$ cat config.mk
export PLATFORM = sky130hd
export DESIGN_NAME = vga_pattern_src
export DESIGN_NICKNAME = d
export VERILOG_FILES = /design/src/rtl/vga_pkg.sv /design/src/rtl/vga_box_mover.sv /design/src/rtl/vga_pattern_src.sv
export SDC_FILE = /design/constraint.sdc
export NUM_CORES = 1
export LEC_CHECK = 0
export BUFFER_PORTS_ARGS = -buffer_cell sky130_fd_sc_hd__buf_2
export CAP_MARGIN = 10
export CORE_UTILIZATION = 58
export DETAILED_ROUTE_END_ITERATION = 12
export PLACE_DENSITY = 0.81
export SKIP_CTS_REPAIR_TIMING = 1
export SYNTH_ARGS = -nofsm -noshare
export SYNTH_HDL_FRONTEND = slang
export SYNTH_SLANG_ARGS = --single-unit
$ cat constraint.sdc
create_clock -name clk -period 2.9 [get_ports clk]
set_input_delay 0 -clock clk [delete_from_list [all_inputs] [get_ports clk]]
set_output_delay 0 -clock clk [all_outputs]
set_load 0.1 [all_outputs]
$ cat src/rtl/vga_pkg.sv
// +---------------------------------------------------------------+
// | vga_pkg : shared geometry, colour and mode constants          |
// | Rev 1.0 : initial release                                     |
// +---------------------------------------------------------------+
`default_nettype none

package vga_pkg;

  localparam int H_ACTIVE = 800;
  localparam int V_ACTIVE = 600;

  // Colour word layout is {r[29:20], g[19:10], b[9:0]}.
  localparam logic [29:0] WHITE   = 30'h3FFF_FFFF;
  localparam logic [29:0] YELLOW  = 30'h3FFF_FC00;
  localparam logic [29:0] CYAN    = 30'h000F_FFFF;
  localparam logic [29:0] GREEN   = 30'h000F_FC00;
  localparam logic [29:0] MAGENTA = 30'h3FF0_03FF;
  localparam logic [29:0] RED     = 30'h3FF0_0000;
  localparam logic [29:0] BLUE    = 30'h0000_03FF;
  localparam logic [29:0] BLACK   = 30'h0000_0000;

  typedef enum logic [1:0] {
    MODE_BARS  = 2'd0,
    MODE_CHECK = 2'd1,
    MODE_BOX   = 2'd2,
    MODE_RAMP  = 2'd3
  } mode_e;

  function automatic logic [29:0] grey(input logic [9:0] level);
    return {level, level, level};
  endfunction

endpackage

`default_nettype wire

$ cat src/rtl/vga_box_mover.sv
// +---------------------------------------------------------------+
// | vga_box_mover : per-frame bounce of the box origin (bx, by)   |
// | Rev 1.0 : initial release                                     |
// +---------------------------------------------------------------+
`default_nettype none

module vga_box_mover
  import vga_pkg::*;
#(
  parameter int H_ACTIVE = vga_pkg::H_ACTIVE,
  parameter int V_ACTIVE = vga_pkg::V_ACTIVE,
  parameter int BOX_SIZE = 64,
  parameter int STEP     = 2
) (
  input  logic        clk,
  input  logic        rst,
  input  logic        frame_end_i,
  output logic [10:0] bx_o,
  output logic [9:0]  by_o
);

  localparam logic [11:0] XMAX   = 12'(H_ACTIVE - BOX_SIZE);
  localparam logic [11:0] YMAX   = 12'(V_ACTIVE - BOX_SIZE);
  localparam logic [11:0] STEP12 = 12'(STEP);
  localparam logic        DIR_POS = 1'b0;
  localparam logic        DIR_NEG = 1'b1;

  logic [10:0] bx_q, bx_d;
  logic [9:0]  by_q, by_d;
  logic        dir_x_q, dir_x_d;
  logic        dir_y_q, dir_y_d;

  // Sums are widened to 12 bits so the limit compare never wraps.
  logic [11:0] w_bx_inc;
  logic [11:0] w_by_inc;
  assign w_bx_inc = {1'b0, bx_q} + STEP12;
  assign w_by_inc = {2'b00, by_q} + STEP12;

  always_comb begin
    bx_d    = bx_q;
    dir_x_d = dir_x_q;
    if (frame_end_i) begin
      if (dir_x_q == DIR_POS) begin
        if (w_bx_inc >= XMAX) begin
          bx_d    = XMAX[10:0];
          dir_x_d = DIR_NEG;
        end else begin
          bx_d = w_bx_inc[10:0];
        end
      end else begin
        if ({1'b0, bx_q} <= STEP12) begin
          bx_d    = '0;
          dir_x_d = DIR_POS;
        end else begin
          bx_d = bx_q - STEP12[10:0];
        end
      end
    end
  end

  always_comb begin
    by_d    = by_q;
    dir_y_d = dir_y_q;
    if (frame_end_i) begin
      if (dir_y_q == DIR_POS) begin
        if (w_by_inc >= YMAX) begin
          by_d    = YMAX[9:0];
          dir_y_d = DIR_NEG;
        end else begin
          by_d = w_by_inc[9:0];
        end
      end else begin
        if ({2'b00, by_q} <= STEP12) begin
          by_d    = '0;
          dir_y_d = DIR_POS;
        end else begin
          by_d = by_q - STEP12[9:0];
        end
      end
    end
  end

  always_ff @(posedge clk) begin
    if (rst) begin
      bx_q    <= '0;
      by_q    <= '0;
      dir_x_q <= DIR_POS;
      dir_y_q <= DIR_POS;
    end else begin
      bx_q    <= bx_d;
      by_q    <= by_d;
      dir_x_q <= dir_x_d;
      dir_y_q <= dir_y_d;
    end
  end

  assign bx_o = bx_q;
  assign by_o = by_q;

endmodule

`default_nettype wire

$ cat src/rtl/vga_pattern_src.sv
// +---------------------------------------------------------------+
// | vga_pattern_src : four-pattern pixel source, 1-cycle latency  |
// | Rev 1.0 : initial release                                     |
// +---------------------------------------------------------------+
`default_nettype none

module vga_pattern_src
  import vga_pkg::*;
#(
  parameter int H_ACTIVE  = vga_pkg::H_ACTIVE,
  parameter int V_ACTIVE  = vga_pkg::V_ACTIVE,
  parameter int BOX_SIZE  = 64,
  parameter int STEP      = 2,
  parameter int CHECK_BIT = 5
) (
  input  logic        clk,
  input  logic        rst,
  input  logic [10:0] x_pos_i,
  input  logic [9:0]  y_pos_i,
  input  logic        de_i,
  input  logic        frame_end_i,
  input  logic [1:0]  mode_i,
  output logic [29:0] rgb30_o,
  output logic        rgb_de_o
);

  localparam logic [10:0] BAR1 = 11'(1 * H_ACTIVE / 8);
  localparam logic [10:0] BAR2 = 11'(2 * H_ACTIVE / 8);
  localparam logic [10:0] BAR3 = 11'(3 * H_ACTIVE / 8);
  localparam logic [10:0] BAR4 = 11'(4 * H_ACTIVE / 8);
  localparam logic [10:0] BAR5 = 11'(5 * H_ACTIVE / 8);
  localparam logic [10:0] BAR6 = 11'(6 * H_ACTIVE / 8);
  localparam logic [10:0] BAR7 = 11'(7 * H_ACTIVE / 8);
  localparam logic [11:0] BOX12 = 12'(BOX_SIZE);

  mode_e       mode_q, mode_d;
  logic [29:0] rgb_q, rgb_d;
  logic        rgb_de_q, rgb_de_d;
  logic [10:0] w_bx;
  logic [9:0]  w_by;

  vga_box_mover #(
    .H_ACTIVE (H_ACTIVE),
    .V_ACTIVE (V_ACTIVE),
    .BOX_SIZE (BOX_SIZE),
    .STEP     (STEP)
  ) u_box_mover (
    .clk         (clk),
    .rst         (rst),
    .frame_end_i (frame_end_i),
    .bx_o        (w_bx),
    .by_o        (w_by)
  );

  // Mode only changes at the frame boundary to avoid mid-frame tearing.
  assign mode_d = frame_end_i ? mode_e'(mode_i) : mode_q;

  logic [29:0] w_bars;
  always_comb begin
    if      (x_pos_i < BAR1) w_bars = WHITE;
    else if (x_pos_i < BAR2) w_bars = YELLOW;
    else if (x_pos_i < BAR3) w_bars = CYAN;
    else if (x_pos_i < BAR4) w_bars = GREEN;
    else if (x_pos_i < BAR5) w_bars = MAGENTA;
    else if (x_pos_i < BAR6) w_bars = RED;
    else if (x_pos_i < BAR7) w_bars = BLUE;
    else                     w_bars = BLACK;
  end

  logic [29:0] w_check;
  assign w_check = (x_pos_i[CHECK_BIT] ^ y_pos_i[CHECK_BIT]) ? WHITE : BLACK;

  logic [11:0] w_x_ext, w_y_ext, w_bx_ext, w_by_ext;
  logic        w_in_box;
  assign w_x_ext  = {1'b0, x_pos_i};
  assign w_y_ext  = {2'b00, y_pos_i};
  assign w_bx_ext = {1'b0, w_bx};
  assign w_by_ext = {2'b00, w_by};
  assign w_in_box = (w_x_ext >= w_bx_ext) && (w_x_ext < w_bx_ext + BOX12) &&
                    (w_y_ext >= w_by_ext) && (w_y_ext < w_by_ext + BOX12);

  logic [29:0] w_colour;
  always_comb begin
    w_colour = BLACK;
    case (mode_q)
      MODE_BARS:  w_colour = w_bars;
      MODE_CHECK: w_colour = w_check;
      MODE_BOX:   w_colour = w_in_box ? WHITE : BLUE;
      MODE_RAMP:  w_colour = grey(x_pos_i[9:0]);
      default:    w_colour = BLACK;
    endcase
  end

  assign rgb_d    = de_i ? w_colour : BLACK;
  assign rgb_de_d = de_i;

  always_ff @(posedge clk) begin
    if (rst) begin
      mode_q   <= MODE_BARS;
      rgb_q    <= '0;
      rgb_de_q <= 1'b0;
    end else begin
      mode_q   <= mode_d;
      rgb_q    <= rgb_d;
      rgb_de_q <= rgb_de_d;
    end
  end

  assign rgb30_o  = rgb_q;
  assign rgb_de_o = rgb_de_q;

endmodule

`default_nettype wire
# ---- Yosys cells after proc, flatten, opt, wreduce, memory -nomap -nowiden
# Cells that the tools add are included.
dict set report word_totals {
  reg_bits 56
  in_bits 27
  out_inout_bits 31
  wordCells 60
}
dict set report op_classes {
  n_addsub 6
  order_cmp 15
  eq_ne 3
  muxes 22
  bitwise 2
  reduce_logical 5
}
# cell n
set ops {}
lappend ops {{$mux 30} 8}
lappend ops {{$pmux 30 s4} 1}
lappend ops {{$mux 10} 4}
lappend ops {{$lt 11x9->1 const B} 3}
lappend ops {{$mux 11} 3}
lappend ops {{$ge 12x10->1 const B} 2}
lappend ops {{$lt 11x10->1 const B} 2}
lappend ops {{$add 11x2->12 const B} 1}
lappend ops {{$add 11x7->12 const B} 1}
lappend ops {{$lt 11x12->1} 1}
lappend ops {{$add 10x2->11 const B} 1}
lappend ops {{$add 10x7->11 const B} 1}
lappend ops {{$ge 11x11->1} 1}
lappend ops {{$le 11x2->1 const B} 1}
lappend ops {{$lt 10x11->1} 1}
lappend ops {{$lt 11x7->1 const B} 1}
lappend ops {{$lt 11x8->1 const B} 1}
lappend ops {{$sub 11x2->11 const B} 1}
lappend ops {{$ge 10x10->1} 1}
lappend ops {{$le 10x2->1 const B} 1}
lappend ops {{$sub 10x2->10 const B} 1}
lappend ops {{$mux 1} 6}
lappend ops {{$eq 2x2->1 const B} 2}
lappend ops {{$logic_and 1x1->1} 3}
lappend ops {{5 further kinds} 5}

# ---- Longest topological paths before layout
# Gate-level depths: netlist of run 1.
dict set report logic_depth {
  word_depth 9
  depth_mapped 11
  mapped_depth_nobuf 9
}

# ---- By module
# From an unflattened synthesis of run 1, not the netlist that was laid out.
dict set report hier_totals {
  cells_unflattened 546
  area_unflattened_um2 4272.8
}
# mod instances cells_each area_each_um2 seq_area_each_um2
set by_module_without_submodules {}
lappend by_module_without_submodules {vga_pattern_src 1 261 2238.4 660.6}
lappend by_module_without_submodules {vga_box_mover 1 285 2034.5 420.4}

# ---- Least setup slack after synthesis of run 1
# No wires, ideal clock.
dict set report synth_path {
  kind {flip-flop to flip-flop}
  from {register u_box_mover.by_q[6] (netlist: u_box_mover.by_o[6])}
  to {register rgb_q[10] (netlist: rgb30_o[10])}
  setup_ns 0.061
  arrival_ns 2.488
  required_ns 2.839
  setup_slack_ns 0.351
  path_stages_with_launch 12
  n_path_buf 2
  period_less_slack_ns 2.549
  path_cell_list {dfxtp_1 > buf_2 > nand3_1 > xnor2_1 > ha_1 > a21o_1 > a2111oi_0 > o2111a_1 > o21ai_1 > or4_1 > buf_2 > nand2_1}
}
dict set report synth_between {
  elab_chain_len 5
  elab_cells_between_ends 7
  classes_between {add/sub: 1; order compare: 2; mux: 2; reduce/logical: 2}
}
# item line_no
set synth_rtl {}
lappend synth_rtl {{from (decl)} vga_box_mover.sv:29} ;# logic [9:0] by_q, by_d;
lappend synth_rtl {{from (signal assigned)} vga_box_mover.sv:91} ;# by_q <= by_d;
lappend synth_rtl {{$add 10x7->11 / $ge 10x10->1 (equally long branches)} vga_pattern_src.sv:80} ;# (w_y_ext >= w_by_ext) && (w_y_ext < w_by_ext + BOX12);
lappend synth_rtl {{$lt 10x11->1 / $logic_and 1x1->1 (equally long branches)} {vga_pattern_src.sv:80, vga_pattern_src.sv:79}}
lappend synth_rtl {{$logic_and 1x1->1 *} vga_pattern_src.sv:80}
lappend synth_rtl {{$mux 30 *} vga_pattern_src.sv:88} ;# MODE_BOX: w_colour = w_in_box ? WHITE : BLUE;
lappend synth_rtl {{$pmux 30 s4 *} vga_pattern_src.sv:85} ;# case (mode_q)
lappend synth_rtl {{to (signal assigned)} vga_pattern_src.sv:104} ;# rgb_q <= rgb_d;
lappend synth_rtl {{to (decl)} vga_pattern_src.sv:37} ;# logic [29:0] rgb_q, rgb_d;
# Every way passes the cells marked *; elsewhere a longest branch is shown, timed or not.
# A chain may end at the register's enable or synchronous reset.

# ---- Final worst setup path of run 1
dict set report layout_path {
  from {register u_box_mover.bx_q[7] (netlist: u_box_mover.bx_o[7])}
  to {register rgb_q[25] (netlist: rgb30_o[25])}
}
dict set report layout_between {
  elab_chain_len 7
  elab_cells_between_ends 8
  classes_between {add/sub: 1; order compare: 2; mux: 2; reduce/logical: 3}
}
# item line_no
set layout_rtl {}
lappend layout_rtl {{from (decl)} vga_box_mover.sv:28} ;# logic [10:0] bx_q, bx_d;
lappend layout_rtl {{from (signal assigned)} vga_box_mover.sv:85} ;# bx_q <= '0;
lappend layout_rtl {{from (signal assigned)} vga_box_mover.sv:90} ;# bx_q <= bx_d;
lappend layout_rtl {{$add 11x7->12} vga_pattern_src.sv:79} ;# assign w_in_box = (w_x_ext >= w_bx_ext) && (w_x_ext < w_bx_ext + BOX12) &&
lappend layout_rtl {{$lt 11x12->1} vga_pattern_src.sv:79}
lappend layout_rtl {{$logic_and 1x1->1 * (2 in a row)} vga_pattern_src.sv:79}
lappend layout_rtl {{$logic_and 1x1->1 *} vga_pattern_src.sv:80}
lappend layout_rtl {{$mux 30 *} vga_pattern_src.sv:88}
lappend layout_rtl {{$pmux 30 s4 *} vga_pattern_src.sv:85}
# Marks and branches as above.

==> out/results.ini, run 1 <==
[timing]
max_slew_margin=0.505
fin_worst_skew_ns=0.0116
worst_pin_slew_ns=0.735
fmax_ghz=0.370
tns_ns=0
slew_viol_final=0
rsz0062_at_grt=false
finalCritPeriodShare=0.933
hold_viol=0
hold_ws_ns=0.0287
min_period_ns=2.71
setup_viol=0

[setup_path]
critical-path-slowest-cell=dfxtp_1
worst_ep_arrival_time_ns=2.96
critPathLaunchType=flop
worstPathCellList=nand3_1, xnor2_1, ha_1, a2111oi_0, a211oi_1, or4_1, buf_4, nand2_1
end_kind=flop
required_ns=3.16
crit_path_max_incr_delay_ns=0.55
worstSetupPathType=reg2reg
cp_max_fo=20

[power]
ir_drop_mv=0.232
power.density_nw_per_um2=432
leakagePower_nw=1.96
total_power_mw=1.94

[place]
io_buffers=56
gp_congestion=0.961
dp_hpwl_um=7920
dp.cells=644

[floorplan]
die_y_um=85.3
die_w_um=85.3
rows=30
core-area_um2=6760
io-pin-count=58
initial_core_util=0.596
dieArea_um2=7280

[cells_and_area]
mostFrequentLayoutCells=nand2_1 (61), buf_2 (56), dfxtp_1 (54)
fill_cells=598
area_growth_pct=11.3
post-route-util=0.664
antenna-diode-count=0
drive_gt1_frac=0.171
instances_no_fill=654
nNetsFinal=638
layout_commonest_cell=nand2_1

[hold_path]
hold_path_class=in2reg

[clock_tree]
clk_latency_ns=0.31
htreeDepth=2
clk_pin_slew_ns=0.11
numCtsBuffers=5
cts_tree=done
cts.sinks=54
cts.path.max_buffers=2
root_buffer=clkbuf_8

[logic_synthesis]
synth_edf_count=0
synth_top_area_cell=dfxtp_1
synth_top_area_frac=0.268
syn_nets=590
synthesis.instances=525
ys_ff_latch=54
synth.area.top_cells=dfxtp_1 (27%), ha_1 (12%), a21oi_1 (6.1%)
synth_cell_types=74
synth_area_per_cell_um2=7.67
synth_area_um2=4030
ys_warn_count=0
synthArstFlopShare=0
synth_ff_type=dfxtp_1
synth-seq-area-share=0.268

[route]
vias=4108
drt-total-wl_um=10500
antenna_left=0
dr.pass1.iters=5
drc_errors=0
routedWlPerCell_um=16.0
first_iter_violations=212
vias_per_cell=6.28

[status]
status=finished clean

[global_route]
grt_overflow_total=0
antenna_found_initial=0
grt_start_max_net_pins=30
groute.usage.overall=0.287
grt_pass1_vias=3691
grt_pass1_wl_um=17000

[flow_run]
drv_cap=0

per-stage QoR:
step,area [µm²],setup slack [ns]
after floorplan,4030,0.351
after global placement,4360,0.307
after detailed placement,4360,0.163
after CTS,4460,0.116
after global routing,4480,0.0392
final,4480,0.194
where the power goes:
group	leakage (nW)	switching, mW	total, mW	internal (mW)
Sequential	0.441	0.0294	0.811	0.781
Clock	0.0447	0.270	0.445	0.175
Combinational	1.47	0.466	0.683	0.217
Total	1.96	0.766	1.94	1.17
Yosys cell counts, types with 4 or more instances:
| cell | number |
|---|---|
| a21o_1 | 5 |
| dfxtp_1 | 54 |
| nor2_1 | 46 |
| o21ai_0 | 26 |
| and3_1 | 6 |
| a22oi_1 | 5 |
| inv_1 | 22 |
| a31oi_1 | 5 |
| o211ai_1 | 4 |
| o22ai_1 | 7 |
| xnor2_1 | 9 |
| nand2_1 | 61 |
| mux2i_1 | 5 |
| nor3_1 | 15 |
| nand3_1 | 20 |
| clkbuf_1 | 17 |
| o31ai_1 | 6 |
| buf_2 | 8 |
| o311a_1 | 4 |
| a2111oi_0 | 4 |
| nand4_1 | 9 |
| a21oi_1 | 49 |
| ha_1 | 38 |
| a211oi_1 | 7 |
| o21a_1 | 7 |
| inv_2 | 4 |
flip-flops by register name, indices dropped and copies added, names as in the netlist:
name,count
rgb30_o,30
u_box_mover.bx_o,10
u_box_mover.by_o,9
mode_q,2
rgb_de_o,1
u_box_mover.dir_x_q,1
u_box_mover.dir_y_q,1
per-layer routing:
metal / track usage / vias to the layer above / share of wire
li1: - / 2033 / -
met1: 0.356 / 1841 / 0.42
met2: 0.493 / 203 / 0.47
met3: 0.0467 / 31 / 0.076
met4: 0.120 / 0 / 0.028
met5: 0 / - / 0
logic make-up (layout without fill, tap and decap cells):
family                   Yosys count  count (layout)  share of synthesized area
buffers and inverters             63             112                     0.0699
AND/OR/NAND/NOR                  185             185                      0.220
adder cells (fa/ha/maj)           38              38                      0.118
XOR/XNOR                          12              12                     0.0261
flip-flops                        54              54                      0.268
AO/OA/AOI/OAI                    168             168                      0.285
multiplexers                       5               5                     0.0124
layout make-up:
class / count / area (µm²) / share of cell area
Tap cell: 80 / 100 / 0.0223
Timing Repair Buffer: 75 / 428 / 0.0954
Multi-Input combinational cell: 408 / 2670 / 0.596
Clock buffer: 5 / 68.8 / 0.0153
Sequential cell: 54 / 1080 / 0.241
Clock inverter: 3 / 25.0 / 0.00558
Inverter: 29 / 109 / 0.0243
final timing paths:
| path | from | to | slack, ns | cells after the start |
|---|---|---|---|---|
| worst min-delay path | x_pos_i[0] | rgb30_o[0] | 0.03 | 3 |
| worst max-delay path | u_box_mover.bx_o[7] | rgb30_o[25] | 0.19 | 8 |
| worst max register to register | u_box_mover.bx_o[7] | rgb30_o[25] | 0.19 | 8 |
| worst min register to register | u_box_mover.by_o[2] | u_box_mover.by_o[2] | 0.55 | 2 |
worst max-delay path, delay by kind of cell (launching register included):
kind | cells | cell delay (ns)
AND/OR/NAND/NOR | 3 | 0.77
AO/OA/AOI/OAI | 2 | 0.64
flip-flops | 1 | 0.55
adder cells (fa/ha/maj) | 1 | 0.31
buffers and inverters | 1 | 0.21
XOR/XNOR | 1 | 0.17
Power figures use the tool's default switching activity.
==> run 2: changes to the inputs <==
- CORE_UTILIZATION: 58 -> 59
- SYNTH_HIERARCHICAL: not set -> 1
==> run 2 against run 1 <==
Compared with the run above: the flow now finishes with violations (hold timing); die area increased by 4.2%; cell count increased by 4.1%; wire length increased by 2.3%; combinational power increased by 3%; sequential power increased by 3.7%; largest cell class unchanged.
==> out/results.ini, run 2 <==
[clock_tree]
htreeDepth=2
clk_latency_ns=0.31
clk_pin_slew_ns=0.11
numCtsBuffers=5
cts.path.max_buffers=2
cts.sinks=54
root_buffer=clkbuf_8
cts_tree=done

[global_route]
grt_overflow_total=0
groute.usage.overall=0.294
grt_start_max_net_pins=27
antenna_found_initial=0
grt_pass1_vias=3891
grt_pass1_wl_um=18100

[cells_and_area]
antenna-diode-count=0
largest_register_ffs=30
mostFrequentLayoutCells=buf_2 (57), dfxtp_1 (53), a21oi_1 (41)
layout_commonest_cell=buf_2
nNetsFinal=649
drive_gt1_frac=0.174
area_growth_pct=9.02
instances_no_fill=681
fill_cells=605
post-route-util=0.674

[place]
gp_congestion=0.946
io_buffers=57
dp_hpwl_um=7750
dp.cells=670

[logic_synthesis]
synth.top_cells.by_count=dfxtp_1 (54), a21oi_1 (41), inv_1 (39)
ys_warn_count=6
synth_compound_area_frac=0.260
synth_top_area_cell=dfxtp_1
synth.area.top_cells=dfxtp_1 (25%), ha_1 (11%), a21oi_1 (4.8%)
synth-seq-area-share=0.253
synthAdderAreaFrac=0.111
synth-xor-area-share=0.0266
synth_area_per_cell_um2=7.83
synth_simple_gate_area_frac=0.241
synthArstFlopShare=0
synthMuxAreaShare=0.0129
synth_cell_types=73
synth_area_um2=4270
synth_edf_count=0
post-synth-top-count-cell=dfxtp_1
ys_ff_latch=54
synth_ff_type=dfxtp_1
synthesis.instances=546
synth_top_family_by_area=compound AO/OA/AOI/OAI gates
synth_top_area_frac=0.253

[setup_path]
worstSetupPathType=reg2reg
critPathLaunchType=flop
r2r_slack_ns=0.19
worstRegToRegCells=7
worst_ep_arrival_time_ns=2.94
r2r-end=u_box_mover/bx_o[6]
path_common_cell=a32oi_1
r2r-start=u_box_mover/bx_o[2]
crit_path_max_incr_delay_ns=0.48
cp_max_fo=11
worstPathCellList=ha_1, nand4_1, or3_1, a32oi_1, a32oi_1, a21boi_0, a311oi_1
end_kind=flop
critical-path-slowest-cell=dfxtp_2
required_ns=3.13

[route]
dr.pass1.iters=6
drc_errors=0
antenna_left=0
drt-total-wl_um=10700
first_iter_violations=235
vias_per_cell=6.27
vias=4273
routedWlPerCell_um=15.8

[floorplan]
dieArea_um2=7590
initial_core_util=0.619
core-area_um2=6910
die_y_um=87.1
rows=30
io-pin-count=58
die_w_um=87.1

[timing]
fin_worst_skew_ns=0.0135
slew_viol_final=0
min_period_ns=2.71
hold_viol=1
finalCritPeriodShare=0.935
hold_ws_ns=-0.0719
rsz0062_at_grt=false
setup_viol=0
max_slew_margin=0.575
worst_pin_slew_ns=0.636
fmax_ghz=0.369

[power]
ir_drop_mv=0.236
power.density_nw_per_um2=423
leakagePower_nw=2.02

[hold_path]
hold_path_class=in2reg
whs_endpoint=mode_q[1]
min_from=mode_i[1]
hold_depth=3

[flow_run]
drv_cap=0

[status]
status=complete, but fails checks
violations=hold timing

-- run 2: cell count changes in the layout (fill, tap and decap cells not counted), moves of 6 or more --
cell and change:
nand3_1 +15, inv_1 +17, a21oi_1 -8, nand2_1 -26, nor2_1 -8, o21ai_0 +8, and3_1 +8, nand3_2 +6
-- run 2: how the worst max path moves through the flow --
| stage | start | end | slack [ns] | cells after the start |
|---|---|---|---|---|
| after floorplan | u_box_mover/bx_o[1] | u_box_mover/bx_o[3] | 0.65 | 7 |
| after global placement | u_box_mover/bx_o[6] | rgb30_o[13] | 0.16 | 9 |
| after detailed placement | u_box_mover/bx_o[6] | rgb30_o[12] | 0.02 | 9 |
| after CTS | u_box_mover/bx_o[6] | rgb30_o[12] | -0.005 | 9 |
| after global routing | u_box_mover/bx_o[2] | u_box_mover/bx_o[3] | 0.01 | 7 |
| final | u_box_mover/bx_o[2] | u_box_mover/bx_o[6] | 0.19 | 7 |
-- run 2: per-layer routing --
layer  GRT usage  vias up  share of wire
met1       0.363     1964           0.43
li1            -     2077              -
met3      0.0464       23          0.078
met2       0.515      209           0.48
met5           0        -              0
met4       0.107        0          0.018
-- run 2: worst max-delay path, delay by kind of cell, from the launching register on --
kind	cells	cell delay, ns
flops	1	0.48
fa+ha+maj	1	0.32
compound gates	4	1.12
simple gates	2	0.71
-- run 2: layout make-up --
cell class | count | area [µm²] | share of cell area
multi-input cells | 410 | 2810 | 0.602
flip-flops and latches | 54 | 1080 | 0.232
repair buffers | 72 | 405 | 0.0870
inverters | 41 | 154 | 0.0330
well taps | 96 | 120 | 0.0258
clock buffers | 5 | 68.8 | 0.0148
clock inverters | 3 | 21.3 | 0.00457
-- run 2: logic make-up (layout without fill, tap and decap cells) --
kind of cell    Yosys count  in the layout
other cells               1              2
compound gates          159            159
fa+ha+maj                38             38
mux                       5              5
buf+inv                  83            121
xor+xnor                 13             13
flops                    54             54
simple gates            193            193
-- run 2: metrics by stage --
stage	worst slack, ns	power [mW]	setup TNS (ns)	cell area, µm²
3_5_place_dp	0.0229	1.54	0	4530
2_1_floorplan	0.647	1.39	0	4280
3_3_place_gp	0.164	1.52	0	4530
6_report	0.189	1.97	0	4660
5_1_grt	0.0142	2.09	0	4660
4_1_cts	-0.00542	1.97	-0.00542	4620
-- run 2: power breakdown --
group          switching (mW)  internal, mW
Sequential             0.0546         0.787
Clock                   0.255         0.170
Combinational           0.481         0.222
Total                   0.791          1.18
==> run 3: changes to the inputs <==
- CORE_UTILIZATION: 59 -> 54
- CTS_BUF_LIST: not set -> sky130_fd_sc_hd__clkbuf_8
- PLACE_DENSITY: 0.81 -> 0.79
- clock period: 2.9 -> 2.28 ns (I/O delays scaled with it)
==> run 3 against run 2 <==
Compared with the run above: the flow finishes with violations (setup timing); global-route usage shrank 3.0 points; sequential power grew 25%; total power grew 32%; largest cell class unchanged; highest routed layer unchanged.
==> out/results.ini, run 3 (synthesis results as in run 2) <==
[power]
power.density_nw_per_um2=520
leakagePower_nw=2.19
ir_drop_mv=0.277

[timing]
finalCritPeriodShare=1.00
worst_pin_slew_ns=0.653
finalWorstSetupSlack_ns=-0.000319
rsz0062_at_grt=true
tns_ns=-0.000319
fin_worst_skew_ns=0.0164
fmax_ghz=0.439
max_slew_margin=0.564
setup_viol=1
min_period_ns=2.28
slew_viol_final=0
hold_viol=0

[clock_tree]
cts_tree=done
clk_pin_slew_ns=0.11
cts.sinks=54
cts.path.max_buffers=2
numCtsBuffers=5
root_buffer=clkbuf_8
htreeDepth=2
clk_latency_ns=0.32

[global_route]
grt_util_met2=0.450
antenna_found_initial=0
use_met1=0.331
grt_start_max_net_pins=27
grt_use_met3=0.0377
grt.busiest_layer=met2
grt_pass1_wl_um=18000
grt_pass1_vias=3981
groute.usage.overall=0.264
grt_overflow_total=0

[floorplan]
rows=32
initial_core_util=0.556
core-area_um2=7690
dieArea_um2=8270
die_w_um=91.0
die_y_um=91.0
io-pin-count=58

[setup_path]
worstPathCellList=ha_2, nand4_1, a211oi_2, mux2i_1, a32oi_1, a21boi_2, a311oi_2
cp_max_fo=6
critPathLaunchType=flop
end_kind=flop
crit_path_max_incr_delay_ns=0.38
path_buf_inv=0
critical-path-slowest-cell=mux2i_1
crit_family=compound AO/OA/AOI/OAI gates
worst_ep_arrival_time_ns=2.50
required_ns=2.50
worstSetupPathType=reg2reg

[route]
drc_errors=0
drt-total-wl_um=11200
dr.pass1.iters=5
antenna_left=0
first_iter_violations=196
vias=4363
routedWlPerCell_um=15.7
vias_per_cell=6.09

[place]
gp_congestion=0.950
dp_slack_ns=0.0134
io_buffers=57
dp_hpwl_um=8130

[cells_and_area]
post-route-util=0.649
fill_cells=645
drive_gt1_frac=0.249
area_growth_pct=16.7
nNetsFinal=678
mostFrequentLayoutCells=buf_2 (57), dfxtp_1 (46), a21oi_1 (40)
layout_commonest_cell=buf_2
antenna-diode-count=0
largest_register_ffs=30

[status]
violations=setup timing
status=complete, but fails checks

[flow_run]
drv_cap=0

[hold_path]
hold_path_class=in2reg

==> run 3: changes by cell type in the layout (fill, tap and decap cells not counted), moves of 2 or more <==
cell / change
a221oi_1: -2
a221oi_2: +2
a311oi_1: -3
a311oi_2: +3
buf_4: +24
buf_6: +3
dfxtp_1: -7
dfxtp_2: +7
ha_1: -2
ha_2: +2
==> run 3: path summary, 6_finish.rpt <==
path | endpoint | depth (start not counted) | slack, ns | start
setup / recovery | u_box_mover/bx_o[6] | 7 | -0.0003 | u_box_mover/bx_o[1]
hold reg to reg | u_box_mover/by_o[2] | 2 | 0.64 | u_box_mover/by_o[2]
hold / removal | rgb30_o[2] | 3 | 0.009 | x_pos_i[2]
setup reg to reg | u_box_mover/bx_o[6] | 7 | -0.0003 | u_box_mover/bx_o[1]
==> run 3: tightest hold or removal path: stages <==
cell     delay, ns
buf_2         0.15
nand2_1       0.07
a21oi_1       0.05
==> run 3: power by group <==
part | leakage (nW) | switching, mW | internal, mW
combinational | 1.70 | 0.655 | 0.328
sequential | 0.445 | 0.0462 | 1.00
clock | 0.0447 | 0.340 | 0.223
total | 2.19 | 1.04 | 1.55
==> run 3: routing by layer <==
layer	up-vias	wire length, µm
met1	2002	4800
li1	2132	-
met3	34	671
met5	-	0
met4	0	308
met2	195	5440
==> run 3: per-stage QoR <==
step	hold WS, ns	instance area, µm²	cells	power [mW]
2_1_floorplan	0.0724	4280	547	1.77
3_3_place_gp	0.261	4750	703	1.98
3_5_place_dp	0.267	4750	703	2.00
4_1_cts	-0.0738	4840	711	2.56
5_1_grt	0.0385	4990	716	2.74
6_report	0.00945	4990	716	2.59
==> run 3: final cells by class <==
cell class / instances / area [µm²] / share of cell area
clock buffers: 5 / 68.8 / 0.0138
clock inverters: 3 / 25.0 / 0.00502
inverters: 41 / 154 / 0.0309
multi-input cells: 410 / 2870 / 0.576
flip-flops and latches: 54 / 1090 / 0.219
well taps: 102 / 128 / 0.0256
repair buffers: 101 / 649 / 0.130
